===== config.mk =====
export PLATFORM = sky130hd
export DESIGN_NAME = ysyx_23060096_mc_npc
export DESIGN_NICKNAME = d
export VERILOG_FILES = /design/src/rtl/ysyx_23060096_mc_npc.sv
export SDC_FILE = /design/constraint.sdc
export NUM_CORES = 2
export LEC_CHECK = 0
export CORE_ASPECT_RATIO = 1.75
export CORE_UTILIZATION = 40
export CTS_CLUSTER_DIAMETER = 80
export DETAILED_ROUTE_END_ITERATION = 6
export SYNTH_ARGS = -nofsm -noshare
export SYNTH_HDL_FRONTEND = slang
export SYNTH_SLANG_ARGS = --single-unit

===== constraint.sdc =====
create_clock -name clk -period 8.4 [get_ports clk]
set_clock_uncertainty 0.2 [all_clocks]
set_input_delay 1.68 -clock clk [delete_from_list [all_inputs] [get_ports clk]]
set_output_delay 1.68 -clock clk [all_outputs]
set_load 0.005 [all_outputs]

===== src/rtl/ysyx_23060096_mc_npc.sv =====
// Multi-cycle RV32I/E core: FETCH -> WAIT -> EXEC, one instruction at a time,
// stopping in HALT on EBREAK or on any encoding it cannot execute.
module ysyx_23060096_mc_npc #(
  parameter logic [31:0] RESET_PC = 32'h8000_0000,
  parameter int          NREG     = 32
) (
  input  logic        clk,
  input  logic        rst,
  output logic        imem_req_valid,
  input  logic        imem_req_ready,
  output logic [31:0] imem_req_addr,
  input  logic        imem_rsp_valid,
  input  logic [31:0] imem_rsp_data,
  output logic [31:0] pc,
  output logic        retire,
  output logic        halted,
  output logic [31:0] halt_code,
  output logic        trap
);
  localparam int AW = $clog2(NREG);

  typedef enum logic [1:0] {S_FETCH, S_WAIT, S_EXEC, S_HALT} state_t;
  state_t state, state_n;

  logic [31:0] inst;
  logic [31:0] regs [NREG];

  logic [6:0]  opc, f7;
  logic [4:0]  rd, rs1, rs2;
  logic [2:0]  f3;
  logic [31:0] imm_i, imm_b, imm_u, imm_j, rv1, rv2, wdata, npc;
  logic        legal, ebreak, wen, use1, use2, take, bad_idx, ok;

  function automatic logic [31:0] alu(input logic [31:0] a, input logic [31:0] b,
                                      input logic [2:0] op, input logic alt);
    case (op)
      3'd0:    alu = alt ? a - b : a + b;
      3'd1:    alu = a << b[4:0];
      3'd2:    alu = {31'b0, $signed(a) < $signed(b)};
      3'd3:    alu = {31'b0, a < b};
      3'd4:    alu = a ^ b;
      3'd5:    alu = alt ? 32'($signed(a) >>> b[4:0]) : a >> b[4:0];
      3'd6:    alu = a | b;
      default: alu = a & b;
    endcase
  endfunction

  always_comb begin
    opc   = inst[6:0];
    rd    = inst[11:7];
    f3    = inst[14:12];
    rs1   = inst[19:15];
    rs2   = inst[24:20];
    f7    = inst[31:25];
    imm_i = {{20{inst[31]}}, inst[31:20]};
    imm_b = {{19{inst[31]}}, inst[31], inst[7], inst[30:25], inst[11:8], 1'b0};
    imm_u = {inst[31:12], 12'b0};
    imm_j = {{11{inst[31]}}, inst[31], inst[19:12], inst[20], inst[30:21], 1'b0};
    rv1   = (rs1 == 5'd0) ? 32'd0 : regs[rs1[AW-1:0]];
    rv2   = (rs2 == 5'd0) ? 32'd0 : regs[rs2[AW-1:0]];
    legal = 1'b0;
    ebreak = 1'b0;
    wen   = 1'b0;
    use1  = 1'b0;
    use2  = 1'b0;
    take  = 1'b0;
    wdata = 32'd0;
    npc   = pc + 32'd4;
    case (opc)
      7'b0110111: begin legal = 1'b1; wen = 1'b1; wdata = imm_u; end
      7'b0010111: begin legal = 1'b1; wen = 1'b1; wdata = pc + imm_u; end
      7'b1101111: begin legal = 1'b1; wen = 1'b1; wdata = pc + 32'd4; npc = pc + imm_j; end
      7'b1100111: begin
        legal = (f3 == 3'd0); wen = 1'b1; use1 = 1'b1;
        wdata = pc + 32'd4;
        npc   = (rv1 + imm_i) & ~32'd1;
      end
      7'b1100011: begin
        legal = (f3 != 3'd2) && (f3 != 3'd3); use1 = 1'b1; use2 = 1'b1;
        case (f3)
          3'd0:    take = (rv1 == rv2);
          3'd1:    take = (rv1 != rv2);
          3'd4:    take = ($signed(rv1) <  $signed(rv2));
          3'd5:    take = ($signed(rv1) >= $signed(rv2));
          3'd6:    take = (rv1 <  rv2);
          3'd7:    take = (rv1 >= rv2);
          default: take = 1'b0;
        endcase
        if (take) npc = pc + imm_b;
      end
      7'b0010011: begin
        case (f3)
          3'd1:    legal = (f7 == 7'h00);
          3'd5:    legal = (f7 == 7'h00) || (f7 == 7'h20);
          default: legal = 1'b1;
        endcase
        wen = 1'b1; use1 = 1'b1;
        // only the shift-right form reads inst[30] as the arithmetic select
        wdata = alu(rv1, imm_i, f3, (f3 == 3'd5) && inst[30]);
      end
      7'b0110011: begin
        legal = (f7 == 7'h00) || ((f7 == 7'h20) && ((f3 == 3'd0) || (f3 == 3'd5)));
        wen = 1'b1; use1 = 1'b1; use2 = 1'b1;
        wdata = alu(rv1, rv2, f3, inst[30]);
      end
      7'b1110011: begin legal = (inst == 32'h0010_0073); ebreak = legal; end
      default: ;
    endcase
    bad_idx = (NREG < 32) && ((use1 && rs1[4]) || (use2 && rs2[4]) || (wen && rd[4]));
    ok      = legal && !bad_idx && !npc[1];
  end

  always_comb begin
    state_n        = state;
    imem_req_valid = 1'b0;
    retire         = 1'b0;
    case (state)
      S_FETCH: begin
        imem_req_valid = !rst;
        if (imem_req_ready) state_n = S_WAIT;
      end
      S_WAIT:  if (imem_rsp_valid) state_n = S_EXEC;
      S_EXEC: begin
        retire  = ok;
        state_n = (ok && !ebreak) ? S_FETCH : S_HALT;
      end
      default: state_n = S_HALT;
    endcase
  end

  assign imem_req_addr = pc;

  always_ff @(posedge clk or posedge rst) begin
    if (rst) begin
      state     <= S_FETCH;
      pc        <= RESET_PC;
      inst      <= 32'd0;
      halted    <= 1'b0;
      trap      <= 1'b0;
      halt_code <= 32'd0;
    end else begin
      state <= state_n;
      if (state == S_WAIT && imem_rsp_valid) inst <= imem_rsp_data;
      if (state == S_EXEC) begin
        if (ok && !ebreak) pc <= npc;
        if (!ok || ebreak) begin
          halted    <= 1'b1;
          trap      <= !ok;
          halt_code <= regs[10];
        end
      end
    end
  end

  // register file is not reset; x0 is never written and reads as zero
  always_ff @(posedge clk) begin
    if (state == S_EXEC && ok && wen && rd != 5'd0) regs[rd[AW-1:0]] <= wdata;
  end
endmodule


* Yosys cells after proc, flatten, opt, wreduce, memory -nomap -nowiden *
Memory sizes are Yosys's and may differ from the RTL's. A register that Yosys moved wholly into a read port is not among the register bits.
Cells that the tools add are included.
Widths: inputs -> output; s select.

word-level totals
  logic and storage cells = 111
  flip-flop bits (word level) = 68
  memories kept = 1
  input bits = 36
  output and inout bits = 100
  memory bits (writable) = 1024

operators by class
  equality and inequality tests = 25
  bitwise gates (word level) = 6
  shift operators = 6
  multiplexer cells = 25
  $lt $le $gt $ge = 6
  $add $sub $neg = 8
  reduce and logical (&&, ||, !) cells = 29

memories
  memory  words  width  read ports  clocked after memory_dff  write ports  line  text
  regs    32     32     3           1                         1            26    logic [31:0] regs [NREG];

operators by type and width
  cell                   number
  $pmux 32 s7            2
  $mux 32                7
  $add 32x32->32         5
  $pmux 32 s5            1
  $lt 32x32->1           3
  $pmux 32 s3            1
  $and 32x32->32         2
  $ge 32x32->1           2
  $or 32x32->32          2
  $shl 32x5->32          2
  $shr 32x5->32          2
  $sshr 32x5->32         2
  $sub 32x32->32         2
  $xor 32x32->32         2
  $add 32x3->32 const B  1
  $eq 32x21->1 const B   1
  $eq 32x32->1           1
  $lt 32x12->1           1
  $ne 32x32->1           1
  $eq 7x7->1 const B     4
  $eq 7x6->1 const B     3
  $eq 7x5->1 const B     2
  $eq 3x3->1 const B     4
  $pmux 1 s6             2
  other kinds (22)       50

* Logic depth before layout (Yosys ltp) *
  word-level depth = 14
  mapped depth = 28
  mapped depth without buffers = 20

* Worst setup path after synthesis *
Ideal clock, no wire load.

  path kind = reg2reg
  start point = register inst[20]
  end point = memory regs[29][0], enable pin
  arrival time = 8037 ps
  setup time = 421 ps
  period minus slack after synthesis = 8658 ps
  path slack = -258 ps
  buffers on the path = 7
  required time = 7779 ps
  stages on the path, launching flop included = 26
  path through = dfrtp_1 buf_2 buf_4 buf_2 buf_2 buf_1 clkbuf_1 mux4_2 mux4_2 nand2_1 nand2_1 nand2_1 ha_1 clkbuf_1 a21oi_1 o21ai_0 a221o_1 o31a_1 o21ai_1 nand3_1 a311o_1 nor2_2 mux2_2 a211oi_2 nand4b_1 nor2_1

between the ends
  word-level cells in the longest chain between the ends = 14
  elaborated cells between the ends (all ways) = 23
  classes of those cells = add/sub (1); order compare (4); eq/ne (3); mux (8); reduce/logical (6); memory (1)

ends and longest elaborated chain
  element                                                  line  text
  from (decl)                                              25    logic [31:0] inst;
  from (signal assigned)                                   143   if (state == S_WAIT && imem_rsp_valid) inst <= imem_rsp_data;
  $mem_v2 32x32 / $logic_not 5->1 (equally long branches)  --
  $mux 32                                                  60    rv2 = (rs2 == 5'd0) ? 32'd0 : regs[rs2[AW-1:0]];
  $ge 32x32->1 (tied with other cells)                     86    3'd7: take = (rv1 >= rv2);
  $pmux 1 s6                                               80    case (f3)
  $mux 1                                                   69    case (opc)
  $mux 32                                                  89    if (take) npc = pc + imm_b;
  $pmux 32 s3                                              69
  $logic_not 1->1                                          110   ok = legal && !bad_idx && !npc[1];
  $logic_and 1x1->1 *                                      110
  $logic_and 1x1->1 * (3 in a row)                         157   if (state == S_EXEC && ok && wen && rd != 5'd0) regs[rd[AW-1:0]] <= wdata;
  $mux 1 *                                                 157
  $mux 1 (implied by the code) *                           157
  to (decl)                                                26

Mark *: on every way between the ends. The rest lies on a longest branch, timed or not. The select of a mux whose other input is x is not followed.

* Final worst setup path *
  start point = register inst[15]
  end point = output port retire

between the ends
  word-level cells in the longest chain between the ends = 10
  elaborated cells between the ends (all ways) = 19
  classes of those cells = add/sub (1); order compare (4); eq/ne (3); mux (7); reduce/logical (3); memory (1)

ends and longest elaborated chain
  element                                                  line  text
  $mem_v2 32x32 / $logic_not 5->1 (equally long branches)  --
  $mux 32                                                  59    rv1 = (rs1 == 5'd0) ? 32'd0 : regs[rs1[AW-1:0]];
  $ge 32x32->1 (tied with other cells)                     86
  $pmux 1 s6                                               80
  $mux 1                                                   69
  $mux 32                                                  89
  $pmux 32 s3                                              69
  $logic_not 1->1                                          110
  $logic_and 1x1->1 *                                      110
  $mux 1 *                                                 117   case (state)
  to (decl)                                                15    output logic retire,

Marked as above.

==> run_results.csv <==
group,metric,value,unit
die,design.die.area,0.186,sq mm
critical_path,path_cells,"buf_12 > buf_16 > mux4_2 > a22o_1 > a211o_1 > nand2_2 > clkinvlp_4 > fa_2 > nand3b_1 > a21oi_2 > o311a_1 > o31a_1 > o21ai_2 > nand3_1 > a311o_2 > buf_12 > nor2_4 > mux2_4 > a211oi_4 > clkbuf_2",
synth,ys_types,115,
die,core_area,0.183,sq mm
clock_tree,clkSinkCount,1123,
layout,fin_cells,9394,
global_route,grt_pass1_vias,63989,
clock_tree,clockBufferDepth,3,
place,dpl.hpwl,314000,microns
drt,drt-initial-drc-count,8211,
timing,max-slew-margin-rel,4.15,%
global_route,grt.met1_usage,46.8,%
drt,drt-total-wl,419000,microns
critical_path,critPathSlowestCell,"fa_2",
power,internal-power,0.0156,W
synth,ys_warn_count,0,
run_status,violations,"design-rule violations",
die,die_w,327,microns
global_route,antenna_found_initial,37,
drt,vias,65226,
critical_path,cp.required,6.52,ns
timing,worst_pin_slew,1.44,ns
global_route,grt_util_met3,9.62,%
run_status,status,"finished with violations",
power,netSwitchingPower,0.0173,W
timing,drv_slew,0,
critical_path,cpLargestDelayFamily,"compound AO/OA/AOI/OAI gates",
die,num_io_pins,136,
timing,hold_viol,0,
critical_path,slowest_delay,0.52,ns
drt,drcViolationCount,8,
critical_path,cp-start-kind,"flop",
timing,rsz0062_at_grt,"false",
synth,synth-main-ff-cell,"edfxtp_1",
global_route,grt_pass1_wl,561000,microns
synth,avgSynthCellArea,11.7,sq um
run,drv_cap,0,
critical_path,cp.arrival,6.44,ns
drt,wl_per_cell,44.6,microns
place,place.port_buffers,133,
timing,min_period_over_period,99.0,%
min_path,hp-class,"flop to flop",
synth,ys_top_cells_by_area,"edfxtp_1 (42%), mux4_2 (13%), ha_1 (4.2%)",
layout,synthToLayoutAreaGrowth,19.4,%
drt,ant_nets,0,
layout,finalCoreUtilization,48.1,%
clock_tree,cts_root_buf,"clkbuf_16",
power,seqPwrFrac,19.4,%
power,comb_power_share,65.3,%
power,power,0.0329,W
layout,drive_above_1_share,25.1,%
layout,nNetsFinal,7163,
synth,synthMostInstantiatedCell,"edfxtp_1",
synth,async_flop_share,8.82,%
timing,setup-tns-final,0,ns
critical_path,cp_common_cell,"buf_12",
synth,netlist_instances,6323,
die,die-height,570,microns
synth,synth_commonest_cells,"edfxtp_1 (1024), nand2_1 (544), nor2_1 (449), mux4_2 (442), a21oi_1 (425)",
critical_path,endpoint_kind,"output port",
critical_path,path_buf_inv,5,
clock_tree,cts_tree,"done",
global_route,grt_util_all_layers,44.5,%
timing,fmax,0.120,GHz
synth,synth_edf_count,1024,
die,rows,208,
global_route,grt_max_degree,72,
power,p_leak,29.5,nW
place,dpl_cell_area,0.0834,sq mm
global_route,busiest_layer,"met2",
timing,setup_viol,0,
synth,ys_ff_latch,1123,
clock_tree,cts_inserted_buffers,103,
power,power_density,374,mW/mm^2
power,p_clk_share,15.3,%
critical_path,crit_type,"flop to output port",
synth,synth_top_area_share,41.7,%
place,place.gp.congestion,1.10,
global_route,grt_overflow_total,0,
clock_tree,clock_latency,0.81,ns
drt,via_per_inst,6.94,
global_route,use_met2,72.1,%
clock_tree,h-tree-depth,3,
clock_tree,path_clk_slew,0.07,ns
drt,first_pass_iters,7,
power,p_sw_share,52.5,%
timing,fin_crit,8.32,ns
synth,syn_area,0.0737,sq mm
critical_path,cp_max_fo,9,
synth,synth-seq-area-share,45.1,%
place,dp.cells,9134,
power,ir_drop,0.000258,V
clock_tree,ctsHoldBuffers,0,
layout,postLayoutCellArea,0.0880,sq mm
die,initial_core_util,40.2,%
synth,yosys.area.top_type,"edfxtp_1",
[power by group through the flow]
stage	logic (W)	clock network (W)	registers, W
final	0.0215	0.00505	0.00637
after global routing	0.0217	0.00525	0.00637
after CTS	0.0203	0.00507	0.00637
after detailed placement	0.0199	0	0.00651
after global placement	0.0201	0	0.00651
after floorplan	0.00993	0	0.00634
[cell usage in the layout, fill, tap and decap left out, types with 27 or more instances in the layout]
master           instances
edfxtp_1              1024
buf_4                  638
nand2_1                537
mux4_2                 442
a21oi_1                420
nor2_1                 407
o21ai_0                317
mux2i_1                282
ha_1                   249
inv_1                  145
buf_12                 133
clkdlybuf4s50_1        132
mux2_2                 117
o22ai_1                114
clkbuf_16              105
nor3_1                 104
nand3_1                 99
xnor2_1                 91
a22oi_1                 89
dfrtp_1                 85
a21o_1                  83
a31oi_1                 58
o221ai_1                58
o211ai_1                54
nand4_1                 54
a22o_1                  51
a211oi_1                44
o21bai_1                42
xor2_1                  39
a221oi_1                38
nor2_4                  34
o22a_1                  34
conb_1                  34
nand2b_1                32
o21a_1                  29
and2_1                  27
o31ai_1                 27
[routing by layer]
metal,vias up,routed length (microns)
li1,25939,-
met1,33217,135000
met2,4509,197000
met3,1543,35000
met4,18,51100
met5,-,126
[kinds of logic after synthesis]
group                    after synthesis  share of synthesized area (%)
AO/OA/AOI/OAI                       1745                           15.9
AND/OR/NAND/NOR                     1529                           9.49
flip-flops                          1123                           45.1
multiplexers                         852                           19.3
buffers and inverters                686                           4.24
adder cells (fa/ha/maj)              257                           4.43
XOR/XNOR                             130                           1.54
other                                  1                        0.00509
[worst reg2reg max path: cells and delay by family (launching register included)]
kind	cells	cell delay, ns
fa+ha+maj	1	0.30
simple gates	1	0.11
xor+xnor	1	0.53
compound gates	13	3.36
buf+inv	9	1.96
flops	1	0.48
mux	1	0.53
[cell type report]
class	count	area (sq um)
antenna	21	52.6
clock buffer	125	2750
clock inverter	68	826
fill	16712	95200
inverter	167	642
multi-input combinational	4547	38200
sequential	1123	33300
tap	2415	3020
timing repair buffer	928	9240
[through the flow]
step	hold slack [ns]	setup slack, ns
finish	0.274	0.0830
global placement	0.251	0.114
floorplan	0.259	-0.258
detailed placement	0.256	0.0871
CTS	0.277	0.00258
global route	0.293	0.0338
[registers in the layout (all words and copies together), names as in the netlist]
register,flops
regs,1024
halt_code,32
inst,32
imem_req_addr,31
state,2
halted,1
trap,1
[what timing repair did]
action	4_1_cts	5_1_grt
cloned	3	0
pin swaps	12	18
gates resized for setup	53	42
setup buffers	26	15
endpoints found under the setup margin	1	1
[final timing paths]
| kind | start | end | slack, ns | cells after the start |
|---|---|---|---|---|
| min in group asynchronous | rst | state[1] | 1.15 | 2 |
| setup / recovery | inst[15] | retire | 0.08 | 20 |
| hold reg to reg | halted | halted | 0.27 | 1 |
| setup reg to reg | inst[15] | regs[15][31] | 0.53 | 26 |
| hold / removal | halted | halted | 0.27 | 1 |
| max in group asynchronous | rst | inst[16] | 5.32 | 3 |
Note: power is estimated with default switching activity, not from simulation.
